**config.mk**
```make
export PLATFORM = sky130hd
export DESIGN_NAME = pc_sequencer
export DESIGN_NICKNAME = d
export VERILOG_FILES = /design/src/rtl/pc_sequencer.sv
export SDC_FILE = /design/constraint.sdc
export NUM_CORES = 1
export LEC_CHECK = 0
export CAP_MARGIN = 20
export CELL_PAD_IN_SITES_DETAIL_PLACEMENT = 0
export CELL_PAD_IN_SITES_GLOBAL_PLACEMENT = 1
export CORE_UTILIZATION = 39
export DETAILED_ROUTE_END_ITERATION = 12
export GPL_TIMING_DRIVEN = 0
export PLACE_DENSITY = 0.95
export SKIP_CTS_REPAIR_TIMING = 1
export SYNTH_ARGS = -nofsm -noshare
export SYNTH_HDL_FRONTEND = slang
export SYNTH_SLANG_ARGS = --single-unit
```
**constraint.sdc**
```tcl
create_clock -name clk -period 3.4 [get_ports clk]
set_input_delay 0.34 -clock clk [delete_from_list [all_inputs] [get_ports clk]]
set_output_delay 0.34 -clock clk [all_outputs]
set_load 0.02 [all_outputs]
```
**src/rtl/pc_sequencer.sv**
```systemverilog
// pc_sequencer: fetch PC with stall hold, branch redirect and multi-cycle
// wrong-path flush after each accepted redirect.
module pc_sequencer #(
  parameter int                ADDR_W      = 14,
  parameter logic [ADDR_W-1:0] RESET_PC    = '0,
  parameter int                FLUSH_DEPTH = 2
) (
  input  logic              clk,
  input  logic              reset_n,
  input  logic              stall,
  input  logic              br_taken,
  input  logic [ADDR_W-1:0] ins_br_addr,
  output logic [ADDR_W-1:0] ins_addr,
  output logic [ADDR_W-1:0] ins_inc_addr,
  output logic              fetch_valid,
  output logic              flush,
  output logic [15:0]       br_count
);
  typedef enum logic [1:0] {BOOT, RUN, FLUSH} state_t;
  state_t            r_state, w_state;
  logic [2:0]        r_cnt, w_cnt;
  logic [ADDR_W-1:0] r_addr, w_addr, w_inc, w_adv;
  logic              r_valid, r_flush, w_flush;
  logic [15:0]       r_count, w_count;
  assign w_inc        = r_addr + 1'b1;
  assign w_adv        = stall ? r_addr : w_inc;
  assign ins_addr     = r_addr;
  assign ins_inc_addr = w_inc;
  assign fetch_valid  = r_valid;
  assign flush        = r_flush;
  assign br_count     = r_count;
  always_ff @(posedge clk or negedge reset_n)
    if (!reset_n) begin
      r_state <= BOOT;
      r_cnt   <= '0;
      r_addr  <= RESET_PC;
      r_valid <= 1'b0;
      r_flush <= 1'b0;
      r_count <= '0;
    end else begin
      r_state <= w_state;
      r_cnt   <= w_cnt;
      r_addr  <= w_addr;
      r_valid <= w_state != BOOT;
      r_flush <= w_flush;
      r_count <= w_count;
    end
  // Branches seen during FLUSH come from wrong-path instructions and are dropped.
  always_comb begin
    w_state = r_state;
    w_cnt   = r_cnt;
    w_addr  = r_addr;
    w_flush = r_flush;
    w_count = r_count;
    case (r_state)
      BOOT: w_state = RUN;
      RUN:
        if (br_taken) begin
          w_addr  = ins_br_addr;
          w_state = FLUSH;
          w_cnt   = 3'(FLUSH_DEPTH - 1);
          w_flush = 1'b1;
          w_count = r_count + {15'd0, r_count != 16'hFFFF};
        end else
          w_addr = w_adv;
      FLUSH: begin
        w_addr = w_adv;
        if (r_cnt == 3'd0) begin
          w_state = RUN;
          w_flush = 1'b0;
        end else
          w_cnt = r_cnt - 1'b1;
      end
      default: w_state = BOOT;
    endcase
  end
endmodule
```
== After elaboration in Yosys (flattened, before gate mapping) ==
Index checks and enable logic that the tools add are counted.
Widths: inputs -> output; s select.
Storage, ports and cells
  logic and storage cells: 34
  output and inout port bits: 46
  bits in writable memories: 0
  latch bits: 0
  register bits: 37
  bits of input ports: 18
  memories: 0
  bits in read-only memories: 0
Operators by class
  order comparisons: 0
  bitwise gates (word level): 0
  shifts and indexed selects: 0
  muxes and demuxes: 12
  divide/modulo/power cells: 0
  $mul: 0
  $add $sub $neg: 3
  reduce and logical (&&, ||, !) cells: 7
  equal/unequal tests: 6
Operator list (count)
  $mux 14: 2
  $pmux 14 s2: 1
  $add 16x1->16: 1
  $ne 16x16->1 const B: 1
  $add 14x1->14 const B: 1
  $mux 3: 2
  $ne 2x2->1 const B: 3
  $pmux 2 s3: 1
  $pmux 3 s2: 1
  $reduce_and 3->1: 2
  $mux 2: 2
  $reduce_bool 2->1: 2
  $logic_not 3->1: 1
  $sub 3x1->3 const B: 1
  $eq 2x1->1 const B: 1
  $eq 2x2->1 const B: 1
  $logic_not 2->1: 1
  $mux 1: 2
  $pmux 1 s2: 1
  $reduce_and 2->1: 1

== Logic depth before layout (Yosys ltp) ==
Gate-level depths: netlist of run 1.
  depth in word-level cells: 4
  mapped depth: 9
  mapped depth without buffers: 9

== Least setup slack after synthesis of run 1 ==
OpenSTA, ideal clock, no wires.
  path kind: reg-to-reg
  start point: reg r_count[4] (netlist: br_count[4])
  end point: reg r_count[14] (netlist: br_count[14])
  required time: 3.268 ns
  arrival: 2.310 ns
  buffers on the path: 0
  library setup time: 0.132 ns
  period minus slack after synthesis: 2.442 ns
  setup slack: 0.958 ns
  cell stages (with the launch flop): 10
  path through: dfrtp_1 > and4_4 > nand3_4 > or4_1 > ha_1 > ha_1 > and3_1 > nand3_2 > nor3_1 > xor2_1
On the way
  cells in the longest elaborated chain, start to end: 2
Ends and longest elaborated chain
  from (decl): RTL line 24  | logic [15:0] r_count, w_count;
  from (signal assigned): RTL line 46  | r_count <= w_count;
  $ne 16x16->1: RTL line 63  | w_count = r_count + {15'd0, r_count != 16'hFFFF};
  $add 16x1->16 *: RTL line 63
Every way passes the cells marked *; elsewhere a longest branch is shown, timed or not.
A chain may end at the register's enable or synchronous reset.

== Worst setup path after layout of run 1 ==
  start point: reg r_addr[0] (netlist: ins_addr[0])
  end point: out ins_inc_addr[12]
On the way
  cells in the longest elaborated chain, start to end: 1
Ends and longest elaborated chain
  from (decl): RTL line 22  | logic [ADDR_W-1:0] r_addr, w_addr, w_inc, w_adv;
  from (signal assigned): RTL line 43  | r_addr <= w_addr;
  $add 14x1->14: RTL line 25  | assign w_inc = r_addr + 1'b1;
  to (decl): RTL line 14  | output logic [ADDR_W-1:0] ins_inc_addr,
Every way passes these cells.

==> flow_summary.ini, run 1 <==
[synth]
netlist_area_sq_mm = 0.00228
synth_area_leaders = dfrtp_1 41%, ha_1 6.0%, xor2_1 5.8%, xnor2_1 4.2%, a21oi_1 3.1%
synth_top_cell_by_area = dfrtp_1
ys_async_sr_fraction = 1.00
yosys.area.top_type_share = 0.406
synth_ff_type = dfrtp_1
synth_edf_count = 0
synth-seq-cells = 37
synth_nets = 270
avgSynthCellArea_sq_um = 9.47
yosys_warnings = 0
ys_types = 52
netlist_instances = 241
ys_seq_area_frac = 0.406

[cells_and_area]
final_cells = 383
fillers = 541
stdcell_area_sq_mm = 0.00307
fin_nets = 339
final_layout_size_suffix_gt1_frac = 0.0836
layout_commonest_cell = clkdlybuf4s50_1
layout_common_cells = 61 x clkdlybuf4s50_1, 37 x dfrtp_1, 17 x nand2_1, 17 x nor2_1, 15 x xor2_1
antenna_cells = 0
syn2layout_area_growth_pct = 34.4

[power_and_ir_drop]
p_sw_frac = 0.459
seqPwrFrac = 0.281
p_total_mw = 2.85
p_sw_mw = 1.31
peakVddDrop_uv = 454
p_leak_nw = 1.29
power_density_mw_per_mm2 = 928
combPwrFrac = 0.614
clkPwrFrac = 0.105
intPower_mw = 1.54

[outcome]
outcome = finished, final reports clean

[setup_path]
critPathCaptureType = output pin
worstPathRequired_ns = 3.06
crit_chain = ha_1 > nand4_1 > nor2_2 > nand2_1 > xnor2_1 > clkdlybuf4s50_1
cp_max_fo = 7
worstSetupStartpointType = register
slowest_delay_ns = 0.63
path_class = reg -> out
slowest_stage = clkdlybuf4s50_1
worst_ep_arrival_time_ns = 2.54

[timing]
max_clock_freq_mhz = 347
worstMarginPinSlew_ns = 0.845
period_needed_ns = 2.88
rsz0062_at_grt = false
drv_slew = 0
slew_headroom = 0.436
finalHoldViolCount = 0
fin_crit_sh = 0.847
clock_skew_ns = 0.00699
tns_ns = 0
finalWorstSetupSlack_ns = 0.521
finalSetupViolations = 0

[global_route]
antenna_found_initial = 0
grt_pass1_vias = 1992
grt_pass1_wl_um = 9290
grt_usage = 0.189
grt_start_max_net_pins = 38
grt_overflow = 0

[drt]
via_per_inst = 5.32
drt-total-wl_um = 5410
drtIter0Drc = 125
drc = 0
firstDrtPassIters = 4
ant_nets = 0
via_count = 2038
wl_per_cell_um = 14.1

[cts]
cts_tree = done
clock_sinks = 37
clock_path_buffers = 2
numCtsBuffers = 5
insertion_delay_ns = 0.29
cts_root_buf = clkbuf_8
htreeDepth = 2
cts.clk_slew.worst_paths_ns = 0.08

[floorplan]
std_cell_rows = 27
core-area_sq_mm = 0.00557
die_y_um = 78.5
die_area_sq_mm = 0.00616
ios = 64
initial_core_util = 0.409
die_w_um = 78.5

[placement]
dp_slack_ns = 0.841
dp.cells = 375
hpwl_um = 3960
gp_congestion = 0.830
placed_cell_area_sq_mm = 0.00299
port-buffer-count = 62

[worst_hold_path]
worstHoldPathType = in -> async

[flow_run]
drv_cap = 0
[flip-flops by register name, summed over array words and instances (netlist names)]
signal / cells
br_count: 16
ins_addr: 14
r_cnt: 3
r_state: 2
fetch_valid: 1
flush: 1
[path summary, 6_finish.rpt]
kind                       cells past startpoint         start  slack, ns                to
max                                            6   ins_addr[0]       0.52  ins_inc_addr[12]
min                                            1       reset_n       0.15       ins_addr[9]
max reg2reg                                    9   br_count[4]       0.95      br_count[12]
min reg2reg                                    1  br_count[14]       0.50      br_count[14]
max in group asynchronous                      1       reset_n       2.71       br_count[4]
min in group clk                               3      br_taken       0.44          r_cnt[1]
[cells in the mapped netlist (3+ instances only)]
library cell and n:
dfrtp_1 37, nand2_1 17, nor2_1 17, xor2_1 15
a21oi_1 14, inv_1 14, nand3_1 14, ha_1 11
o22ai_1 11, xnor2_1 11, nor3_1 7, o21ai_0 6
buf_2 5, nand4_1 5, a211oi_1 3, and3_1 3
and4_1 3, nand2b_1 3, nor2b_1 3
[kinds of logic (layout without fill, tap and decap cells)]
| family | count (synthesis) | in the layout | synth area share |
|---|---|---|---|
| and+or+nand+nor | 92 | 92 | 0.237 |
| AOI/OAI and AO/OA | 50 | 50 | 0.143 |
| DFF | 37 | 37 | 0.406 |
| xor gates and xnor gates | 26 | 26 | 0.0998 |
| buffers and inverters | 23 | 93 | 0.0439 |
| adders and majority gates | 11 | 11 | 0.0603 |
| muxes | 2 | 2 | 0.00987 |
[metrics by stage]
stage	utilization	hold WS, ns
floorplan	-	0.0444
global placement	0.537	0.481
detailed placement	0.536	0.485
CTS	0.550	0.186
global route	0.550	0.225
finish	0.550	0.151
[power groups by stage]
stage               combinational (mW)  sequential (mW)  clock, mW
finish                            1.75            0.800      0.299
detailed placement                1.76            0.806          0
global placement                  1.73            0.802          0
global route                      1.92            0.832      0.327
CTS                               1.77            0.799      0.309
floorplan                        0.944            0.916          0
[worst max-delay path, delay by kind of cell (launching register included)]
| kind | cells | cell delay, ns |
|---|---|---|
| AND/OR/NAND/NOR | 3 | 0.65 |
| buffers and inverters | 1 | 0.63 |
| flip-flops | 1 | 0.49 |
| adder cells (fa/ha/maj) | 1 | 0.30 |
| XOR/XNOR | 1 | 0.17 |
[routing by layer]
metal | wire length, um | GRT usage | vias up
met4 | 35 | 0.0389 | 0
li1 | - | - | 1005
met3 | 395 | 0.0512 | 6
met2 | 2490 | 0.309 | 71
met5 | 0 | 0 | -
met1 | 2480 | 0.249 | 956
[final cells by class]
cell class | count | area [sq um] | area share
multi-input cells | 181 | 1260 | 0.409
flip-flops and latches | 37 | 926 | 0.302
repair buffers | 62 | 616 | 0.201
well taps | 72 | 90.1 | 0.0294
clock buffers | 8 | 80.1 | 0.0261
inverters | 14 | 52.6 | 0.0171
plain buffers | 9 | 47.5 | 0.0155
Power figures use the tool's default switching activity.
==> inputs of run 2 (changes only) <==
- CORE_UTILIZATION: 39 -> 36
- PLACE_DENSITY: 0.95 -> 0.9
- clock period: 3.4 -> 3 ns (I/O delays scaled with it)
==> run 2 against run 1 <==
  * Core utilization is 3.9 points lower
  * Global-route usage fell by 0.49 points
  * Routed wire length is 6.7% higher
  * Register-to-register slack lost 0.42 ns
  * Final area increased by 0.49%
  * Sequential cell count is the same
  * Combinational power grew 14%
  * Critical path type unchanged
==> flow_summary.ini, run 2 (synthesis gave the netlist of run 1 again) <==
[drt]
ant_nets = 0
firstDrtPassIters = 4
drc = 0
via_count = 2034
wl_per_cell_um = 15.0
drtIter0Drc = 59
drt-total-wl_um = 5770
via_per_inst = 5.28

[timing]
finalSetupViolations = 0
worstMarginPinSlew_ns = 0.870
slew_headroom = 0.420
drv_slew = 0
tns_ns = 0
period_needed_ns = 2.77
fin_crit_sh = 0.923
finalHoldViolCount = 0
clock_skew_ns = 0.00823
max_clock_freq_mhz = 361
rsz0062_at_grt = false
holdWs_ns = 0.116

[global_route]
grt_usage = 0.184
antenna_found_initial = 0
grt_pass1_wl_um = 9290
grt_pass1_vias = 2001
grt_overflow = 0
grt_start_max_net_pins = 38

[setup_path]
worstSetupStartpointType = register
slowest_delay_ns = 0.62
crit_chain = ha_1 > nand4_1 > nor2_4 > nand2_1 > xnor2_1 > clkdlybuf4s50_1
rr_worst_depth = 9
crit_cells = 6
path_buf_inv = 1
critPathCaptureType = output pin
worst_ep_arrival_time_ns = 2.47
cpLargestDelayFamily = buffers and inverters
path_class = reg -> out
worstPathRequired_ns = 2.70
cp_max_fo = 7
slowest_stage = clkdlybuf4s50_1

[floorplan]
die_y_um = 81.6
die_w_um = 81.6
core-area_sq_mm = 0.00603
die_area_sq_mm = 0.00666
ios = 64
std_cell_rows = 28
initial_core_util = 0.379

[power_and_ir_drop]
clkPwrFrac = 0.112
p_total_mw = 3.27
p_leak_nw = 1.30
seqPwrFrac = 0.277
power_density_mw_per_mm2 = 1060
combPwrFrac = 0.611
p_sw_mw = 1.51
peakVddDrop_uv = 560
intPower_mw = 1.76
p_sw_frac = 0.461

[cells_and_area]
fin_util = 0.512
final_layout_size_suffix_gt1_frac = 0.0871
fin_nets = 339
layout_commonest_cell = clkdlybuf4s50_1
fillers = 570
layout_common_cells = 61 x clkdlybuf4s50_1, 37 x dfrtp_1, 17 x nand2_1, 17 x nor2_1, 15 x xor2_1
syn2layout_area_growth_pct = 35.1
antenna_cells = 0
largest_register_ffs = 16

[outcome]
outcome = finished, final reports clean

[flow_run]
drv_cap = 0

[placement]
gp_congestion = 0.811
port-buffer-count = 62
hpwl_um = 4100

[cts]
htreeDepth = 2
cts_tree = done
numCtsBuffers = 5
insertion_delay_ns = 0.29
clock_path_buffers = 2
clock_sinks = 37
cts.clk_slew.worst_paths_ns = 0.08
cts_root_buf = clkbuf_8

[worst_hold_path]
worstHoldPathType = in -> async
[run 2: cell types whose count changed in the layout (fill, tap and decap cells not counted), sizes merged]
cell / change
clkbuf: -1
[run 2: layout make-up]
type                       instances  area (sq um)  area share
timing repair buffer              62           616       0.200
sequential                        37           926       0.300
clock buffer                       7          86.3      0.0280
buffer                             9          47.5      0.0154
tap                               75          93.8      0.0304
inverter                          14          52.6      0.0170
multi-input combinational        181          1260       0.409
[run 2: worst paths after layout]
kind | end | slack (ns) | start
worst max-delay path | ins_inc_addr[12] | 0.23 | ins_addr[1]
worst min-delay path | ins_addr[9] | 0.12 | reset_n
max in group asynchronous | br_count[0] | 2.33 | reset_n
worst min register to register | br_count[14] | 0.50 | br_count[14]
worst max register to register | br_count[12] | 0.53 | br_count[4]
min in group clk | r_cnt[1] | 0.42 | br_taken
[run 2: through the flow]
stage                     worst slack [ns]  instance area, sq um  instances
after floorplan                      0.558                  2280        241
after global placement               0.518                  3000        378
after detailed placement             0.485                  2990        378
after CTS                            0.141                  3080        385
after global routing                0.0635                  3080        385
final                                0.231                  3080        385
[run 2: per-layer routing]
layer / GRT usage / part of all wire / vias to the layer above
li1: - / - / 1003
met1: 0.234 / 0.45 / 947
met2: 0.302 / 0.45 / 77
met3: 0.0511 / 0.088 / 7
met4: 0.0579 / 0.0099 / 0
met5: 0 / 0 / -
[run 2: power by group through the flow]
stage / combinational (mW) / sequential, mW / clock [mW]
after detailed placement: 2.00 / 0.916 / 0
after global placement: 1.97 / 0.911 / 0
final: 2.00 / 0.908 / 0.367
after floorplan: 1.07 / 1.04 / 0
after global routing: 2.19 / 0.947 / 0.397
after CTS: 2.00 / 0.908 / 0.378
